File: src/rtl/axisim_pkg.sv
// Shared constants, lane FSM encoding and port-mapping helper for the
// NetFPGA-1G-CML system-shell simulation model.
package axisim_pkg;

  localparam int NUM_PORTS          = 4;
  localparam int NIBBLE_W           = 4;
  localparam int DEF_PHY_RST_CYCLES = 16;
  localparam int DEF_MDC_DIV        = 4;

  typedef enum logic [1:0] {
    ST_IDLE = 2'd0,
    ST_PASS = 2'd1,
    ST_DROP = 2'd2
  } lane_state_t;

  // Pairs are (0,1) and (2,3). The map is its own inverse, so the same call
  // yields either the destination of a source or the source of a destination.
  function automatic int port_map(input int src, input bit swap_pairs);
    return swap_pairs ? (src ^ 1) : src;
  endfunction

endpackage

File: src/rtl/axisim_lane_if.sv
// One RGMII-style forwarding lane: receive nibble in, transmit nibble out,
// plus the lane FSM state for observation.
interface axisim_lane_if;
  import axisim_pkg::*;

  // rx_ctl / tx_ctl qualify rxd / txd as valid on every cycle they are high.
  // There is no ready: the lane never backpressures, so valid data is
  // consumed on the same edge it is presented.
  logic [NIBBLE_W-1:0] rxd;
  logic                rx_ctl;
  logic [NIBBLE_W-1:0] txd;
  logic                tx_ctl;
  lane_state_t         state;

  modport master (output rxd, rx_ctl, input txd, tx_ctl, state);
  modport slave  (input rxd, rx_ctl, output txd, tx_ctl, state);

endinterface

File: src/rtl/axisim_fwd_lane.sv
// Two-stage nibble forwarding lane with frame-boundary gating: a frame passes
// only if forwarding was enabled on the cycle it started in stage 1.
module axisim_fwd_lane
  import axisim_pkg::*;
(
  input  logic          clk,
  input  logic          reset,
  input  logic          fwd_en,
  axisim_lane_if.slave  lane
);

  logic [NIBBLE_W-1:0] s1_rxd;
  logic                s1_ctl;
  lane_state_t         state_q;
  logic                pass_now;

  // A new frame in IDLE is accepted only with forwarding enabled; once in
  // PASS, losing fwd_en drops the rest of the frame.
  assign pass_now = s1_ctl && fwd_en && (state_q != ST_DROP);

  always_ff @(posedge clk) begin
    if (reset) begin
      s1_rxd      <= '0;
      s1_ctl      <= 1'b0;
      state_q     <= ST_IDLE;
      lane.txd    <= '0;
      lane.tx_ctl <= 1'b0;
    end else begin
      s1_rxd      <= lane.rxd;
      s1_ctl      <= lane.rx_ctl;
      lane.tx_ctl <= pass_now;
      lane.txd    <= pass_now ? s1_rxd : '0;
      if (!s1_ctl)
        state_q <= ST_IDLE;
      else if (pass_now)
        state_q <= ST_PASS;
      else
        state_q <= ST_DROP;
    end
  end

  assign lane.state = state_q;

endmodule

File: src/rtl/system_axi_sim.sv
// Cycle-exact simulation shell of the reference-router board: PHY reset
// sequencing, gated nibble forwarding, MDC, UART echo and inert PCIe pins.
module system_axi_sim
  import axisim_pkg::*;
#(
  parameter int PHY_RST_CYCLES = DEF_PHY_RST_CYCLES,
  parameter int MDC_DIV        = DEF_MDC_DIV,
  parameter int SWAP_PAIRS     = 1
) (
  input  logic                clk,
  input  logic                reset,
  input  logic                uart_rx,
  output logic                uart_tx,
  input  logic [NIBBLE_W-1:0] rgmii_rxd_1,
  input  logic [NIBBLE_W-1:0] rgmii_rxd_2,
  input  logic [NIBBLE_W-1:0] rgmii_rxd_3,
  input  logic [NIBBLE_W-1:0] rgmii_rxd_4,
  input  logic                rgmii_rx_ctl_1,
  input  logic                rgmii_rx_ctl_2,
  input  logic                rgmii_rx_ctl_3,
  input  logic                rgmii_rx_ctl_4,
  input  logic                rgmii_rxc_1,
  input  logic                rgmii_rxc_2,
  input  logic                rgmii_rxc_3,
  input  logic                rgmii_rxc_4,
  output logic [NIBBLE_W-1:0] rgmii_txd_1,
  output logic [NIBBLE_W-1:0] rgmii_txd_2,
  output logic [NIBBLE_W-1:0] rgmii_txd_3,
  output logic [NIBBLE_W-1:0] rgmii_txd_4,
  output logic                rgmii_tx_ctl_1,
  output logic                rgmii_tx_ctl_2,
  output logic                rgmii_tx_ctl_3,
  output logic                rgmii_tx_ctl_4,
  output logic                rgmii_txc_1,
  output logic                rgmii_txc_2,
  output logic                rgmii_txc_3,
  output logic                rgmii_txc_4,
  output logic                mdc,
  output logic                mdio,
  output logic [3:0]          phy_rstn,
  input  logic                dma_0_pci_exp_0_rxp_pin,
  input  logic                dma_0_pci_exp_0_rxn_pin,
  input  logic                dma_0_pci_exp_1_rxp_pin,
  input  logic                dma_0_pci_exp_1_rxn_pin,
  input  logic                dma_0_pci_exp_2_rxp_pin,
  input  logic                dma_0_pci_exp_2_rxn_pin,
  input  logic                dma_0_pci_exp_3_rxp_pin,
  input  logic                dma_0_pci_exp_3_rxn_pin,
  output logic                dma_0_pci_exp_0_txp_pin,
  output logic                dma_0_pci_exp_0_txn_pin,
  output logic                dma_0_pci_exp_1_txp_pin,
  output logic                dma_0_pci_exp_1_txn_pin,
  output logic                dma_0_pci_exp_2_txp_pin,
  output logic                dma_0_pci_exp_2_txn_pin,
  output logic                dma_0_pci_exp_3_txp_pin,
  output logic                dma_0_pci_exp_3_txn_pin,
  input  logic                dma_0_pcie_clk_p_pin,
  input  logic                dma_0_pcie_clk_n_pin,
  input  logic                util_ds_buf_0_IBUF_DS_P_pin
);

  localparam int CW = (PHY_RST_CYCLES > 0) ? $clog2(PHY_RST_CYCLES + 1) : 1;
  localparam int MW = (MDC_DIV > 1) ? $clog2(MDC_DIV) : 1;
  localparam bit SWAP = (SWAP_PAIRS != 0);
  localparam int SRC_1 = port_map(0, SWAP);
  localparam int SRC_2 = port_map(1, SWAP);
  localparam int SRC_3 = port_map(2, SWAP);
  localparam int SRC_4 = port_map(3, SWAP);

  logic [CW-1:0] phy_cnt;
  logic [MW-1:0] mdc_cnt;
  logic          uart_s1;
  logic          uart_s2;
  logic          txc_q;
  logic          fwd_en;

  logic [NIBBLE_W-1:0] rxd_a    [NUM_PORTS];
  logic                rx_ctl_a [NUM_PORTS];
  logic [NIBBLE_W-1:0] txd_l    [NUM_PORTS];
  logic                tx_ctl_l [NUM_PORTS];

  always_ff @(posedge clk) begin
    if (reset) begin
      phy_cnt  <= '0;
      phy_rstn <= 4'b0000;
      mdc_cnt  <= '0;
      mdc      <= 1'b0;
      uart_s1  <= 1'b1;
      uart_s2  <= 1'b1;
      txc_q    <= 1'b0;
    end else begin
      if (phy_cnt != CW'(PHY_RST_CYCLES))
        phy_cnt <= phy_cnt + CW'(1);
      phy_rstn <= {4{phy_cnt == CW'(PHY_RST_CYCLES)}};
      if (mdc_cnt == MW'(MDC_DIV - 1)) begin
        mdc_cnt <= '0;
        mdc     <= ~mdc;
      end else begin
        mdc_cnt <= mdc_cnt + MW'(1);
      end
      uart_s1 <= uart_rx;
      uart_s2 <= uart_s1;
      txc_q   <= ~txc_q;
    end
  end

  assign fwd_en  = &phy_rstn;
  assign uart_tx = uart_s2;
  assign mdio    = 1'b1;

  assign rxd_a[0] = rgmii_rxd_1;  assign rx_ctl_a[0] = rgmii_rx_ctl_1;
  assign rxd_a[1] = rgmii_rxd_2;  assign rx_ctl_a[1] = rgmii_rx_ctl_2;
  assign rxd_a[2] = rgmii_rxd_3;  assign rx_ctl_a[2] = rgmii_rx_ctl_3;
  assign rxd_a[3] = rgmii_rxd_4;  assign rx_ctl_a[3] = rgmii_rx_ctl_4;

  for (genvar k = 0; k < NUM_PORTS; k++) begin : g_lane
    axisim_lane_if lif ();
    lane_state_t   unused_state;

    assign lif.rxd      = rxd_a[k];
    assign lif.rx_ctl   = rx_ctl_a[k];
    assign txd_l[k]     = lif.txd;
    assign tx_ctl_l[k]  = lif.tx_ctl;
    assign unused_state = lif.state;

    axisim_fwd_lane u_lane (
      .clk    (clk),
      .reset  (reset),
      .fwd_en (fwd_en),
      .lane   (lif)
    );
  end

  // Each tx port is fed by the lane whose source maps onto it.
  assign rgmii_txd_1 = txd_l[SRC_1];  assign rgmii_tx_ctl_1 = tx_ctl_l[SRC_1];
  assign rgmii_txd_2 = txd_l[SRC_2];  assign rgmii_tx_ctl_2 = tx_ctl_l[SRC_2];
  assign rgmii_txd_3 = txd_l[SRC_3];  assign rgmii_tx_ctl_3 = tx_ctl_l[SRC_3];
  assign rgmii_txd_4 = txd_l[SRC_4];  assign rgmii_tx_ctl_4 = tx_ctl_l[SRC_4];

  assign rgmii_txc_1 = txc_q;
  assign rgmii_txc_2 = txc_q;
  assign rgmii_txc_3 = txc_q;
  assign rgmii_txc_4 = txc_q;

  assign dma_0_pci_exp_0_txp_pin = 1'b0;  assign dma_0_pci_exp_0_txn_pin = 1'b1;
  assign dma_0_pci_exp_1_txp_pin = 1'b0;  assign dma_0_pci_exp_1_txn_pin = 1'b1;
  assign dma_0_pci_exp_2_txp_pin = 1'b0;  assign dma_0_pci_exp_2_txn_pin = 1'b1;
  assign dma_0_pci_exp_3_txp_pin = 1'b0;  assign dma_0_pci_exp_3_txn_pin = 1'b1;

  logic unused_pins;
  assign unused_pins = ^{rgmii_rxc_1, rgmii_rxc_2, rgmii_rxc_3, rgmii_rxc_4,
                         dma_0_pci_exp_0_rxp_pin, dma_0_pci_exp_0_rxn_pin,
                         dma_0_pci_exp_1_rxp_pin, dma_0_pci_exp_1_rxn_pin,
                         dma_0_pci_exp_2_rxp_pin, dma_0_pci_exp_2_rxn_pin,
                         dma_0_pci_exp_3_rxp_pin, dma_0_pci_exp_3_rxn_pin,
                         dma_0_pcie_clk_p_pin, dma_0_pcie_clk_n_pin,
                         util_ds_buf_0_IBUF_DS_P_pin};

endmodule

File: config.mk
export PLATFORM = sky130hd
export DESIGN_NAME = system_axi_sim
export DESIGN_NICKNAME = d
export VERILOG_FILES = /design/src/rtl/axisim_pkg.sv /design/src/rtl/axisim_lane_if.sv /design/src/rtl/axisim_fwd_lane.sv /design/src/rtl/system_axi_sim.sv
export SDC_FILE = /design/constraint.sdc
export NUM_CORES = 1
export LEC_CHECK = 0
export ABC_CLOCK_PERIOD_IN_PS = 1700
export CAP_MARGIN = 20
export CORE_MARGIN = 5
export CORE_UTILIZATION = 42
export CTS_CLUSTER_DIAMETER = 30
export DETAILED_ROUTE_END_ITERATION = 6
export GPL_TIMING_DRIVEN = 0
export PLACE_DENSITY = 0.83
export SKIP_CTS_REPAIR_TIMING = 1
export SLEW_MARGIN = 20
export SYNTH_ARGS = -nofsm -noshare
export SYNTH_HDL_FRONTEND = slang
export SYNTH_HIERARCHICAL = 1
export SYNTH_SLANG_ARGS = --single-unit
File: constraint.sdc
create_clock -name clk -period 1.7 [get_ports clk]
set_input_delay 0.51 -clock clk [delete_from_list [all_inputs] [get_ports clk]]
set_output_delay 0.51 -clock clk [all_outputs]
set_load 0.03 [all_outputs]
==> flow_summary.toml, run 1 <==
[sta]
finalMaxSlewViolations = 0
setup_viol = 0
rsz0062_at_grt = "no"
slew_headroom_pct = 56.0
tns_ps = 0
fin_crit_ps = 1580
tightest_slew_ps = 660
finalHoldViolations = 0
clock_skew_ps = 5.80
post-route-period-util_pct = 93.1
fmax_mhz = 632

[logic_synthesis]
ys_ff_latch = 60
yosys.area.top_type = "dfxtp_1"
synth_cells = 181
ys_seq_area_share_pct = 55.5
ys_warn_count = 6
synth_cell_types = 26
synth_top_area_share_pct = 55.5
avgSynthCellArea_um2 = 12.0
synth_area_leaders = "dfxtp_1 55%, nor4b_2 11%, nor2b_1 6.6%"
synthesis.area_mm2 = 0.00217

[floorplanning]
fp.dieH_um = 81.8
die_x_um = 81.8
initial_core_util_pct = 43.0
fp.coreArea_mm2 = 0.00504
die_area_mm2 = 0.00669
rows = 26
io_pins = 77

[power_and_ir_drop]
vdd_ir_drop_max_mv = 0.530
p_per_area_mw_per_mm2 = 1010
leakagePower_nw = 1.60
p_total_mw = 3.08

[critical_path]
slowest_stage = "dfxtp_4"
endpoint_kind = "output pin"
slowest_delay_ps = 420
startpoint_type = "flip-flop"
worstPathMaxFanout = 12
worstPathArrival_ps = 1070
cp_cell_sequence = "buf_4 -> clkbuf_2"
cp.required_ps = 1190
critPathKind = "flip-flop to output pin"

[detailed_routing]
drt_pass1_iterations = 4
drcViolationCount = 0
drtIter0Drc = 42
vias = 1372
avgRoutedWirePerCell_um = 11.4
routed_wl_um = 3730
drtAntennaViolNets = 0
via_per_inst = 4.21

[place]
io_buffers = 52
gp_congestion = 0.661
dp_hpwl_um = 2520
placed_area_mm2 = 0.00280

[grt]
grt_util_all_layers_pct = 12.7
grt_pass1_vias = 1415
antenna_found_initial = 0
grt_remaining_overflow = 0
grt_pass1_wl_um = 6190
grt_max_degree = 19

[final_layout]
design_area_mm2 = 0.00305
antennaDiodeCount = 0
utilization_pct = 60.4
area_growth_pct = 40.7
nNetsFinal = 292
drive_gt1_share_pct = 29.3
n_fill_cell = 421

[cts]
clk_latency_ps = 330
clk_pin_slew_ps = 70
cts_buffers = 9
cts-root-buf = "clkbuf_8"
clock-sinks = 60
cts_tree = "done"
cts.htree.levels = 3
cts_buffer_depth = 2

[flow_run]
cap_violations = 0

[status]
outcome = "completed"

[min_path]
min_path_type = "flip-flop to flip-flop"
[area by class of cell]
class,instances,area (um2),share of cell area (%)
clock inverters,7,91.3,3.00
plain buffers,25,190,6.24
flip-flops and latches,60,1200,39.5
clock buffers,9,124,4.07
repair buffers,52,548,18.0
well taps,70,87.6,2.87
inverters,10,37.5,1.23
multi-input cells,93,763,25.1
[path summary, 6_finish.rpt]
check                end  depth (start not counted)  slack, ps   startpoint
max          phy_rstn[3]                          2        120  phy_rstn[0]
min              uart_tx                          1        430      uart_s1
max reg2reg   phy_cnt[0]                          4        380   phy_cnt[0]
min reg2reg      uart_tx                          1        430      uart_s1
[per-stage QoR]
stage | std cells | worst slack, ps | hold slack, ps
CTS | 326 | -614 | 415
detailed placement | 310 | -511 | 400
global route | 326 | 46.5 | 441
global placement | 310 | -497 | 392
floorplan | 188 | 432 | 389
finish | 326 | 118 | 425
[worst max-delay path, delay by kind of cell (launching register included)]
family                 cells  cell delay, ps
buffers and inverters      2             310
DFF                        1             420
[report_power, final]
part	switching, mW	internal, mW	leakage [nW]
logic	0.116	0.134	1.00
registers	0.0214	1.45	0.492
clock network	0.542	0.818	0.109
[cells by family (layout without fill, tap and decap cells)]
group	Yosys count	in the layout	synth area share, %
xor gates and xnor gates	2	2	0.809
buffers and inverters	35	103	10.5
adders and majority gates	3	3	1.73
and+or+nand+nor	71	71	27.4
AOI/OAI and AO/OA	5	5	2.08
muxes	3	3	1.68
DFF	60	60	55.5
other	2	9	0.347
[layout by cell type, fill, tap and decap left out, types with 6 or more instances in the layout]
master            n
dfxtp_1          59
dlymetal6s2s_1   24
nor2b_1          23
clkdlybuf4s50_1  21
buf_4            17
nor4b_2          16
inv_1            10
nor3_1           10
conb_1            9
clkbuf_8          9
clkbuf_2          6
[registers in the layout, indices dropped and copies added (netlist names)]
name,cells
g_lane.u_lane/lane.tx_ctl,4
g_lane.u_lane/lane.txd,16
phy_cnt,5
rgmii_txc_1,1
g_lane.u_lane/lane.state,8
phy_rstn,1
uart_tx,1
g_lane.u_lane/s1_rxd,16
g_lane.u_lane/s1_ctl,4
mdc_cnt,2
uart_s1,1
mdc,1
[synthesized netlist by cell type (all sizes together)]
master,instances
a21oi,1
and4,1
and4bb,1
buf,25
conb,2
dfxtp,60
ha,3
inv,10
mux2,2
mux2i,1
nand2,4
nand2b,2
nand3,1
nor2,5
nor2b,27
nor3,10
nor3b,1
nor4,1
nor4b,16
o211a,4
or2,2
xnor2,2
[per-layer routing]
metal / vias to the layer above / track usage [%] / wire (um)
met5: - / 0 / 0
met4: 0 / 8.97 / 108
met2: 43 / 19.4 / 1760
met1: 608 / 14.1 / 1570
li1: 711 / - / -
met3: 10 / 5.26 / 291
Note: power is estimated with default switching activity, not from simulation.
==> run 2: changes to the inputs <==
--- a/config.mk
+++ b/config.mk
@@ -9,6 +9,7 @@
 export CAP_MARGIN = 20
 export CORE_MARGIN = 5
 export CORE_UTILIZATION = 42
+export CTS_BUF_LIST = sky130_fd_sc_hd__clkbuf_8
 export CTS_CLUSTER_DIAMETER = 30
 export DETAILED_ROUTE_END_ITERATION = 6
 export GPL_TIMING_DRIVEN = 0
==> results of run 2 <==
No change in the layout: final DEF, timing and power equal those of run 1.
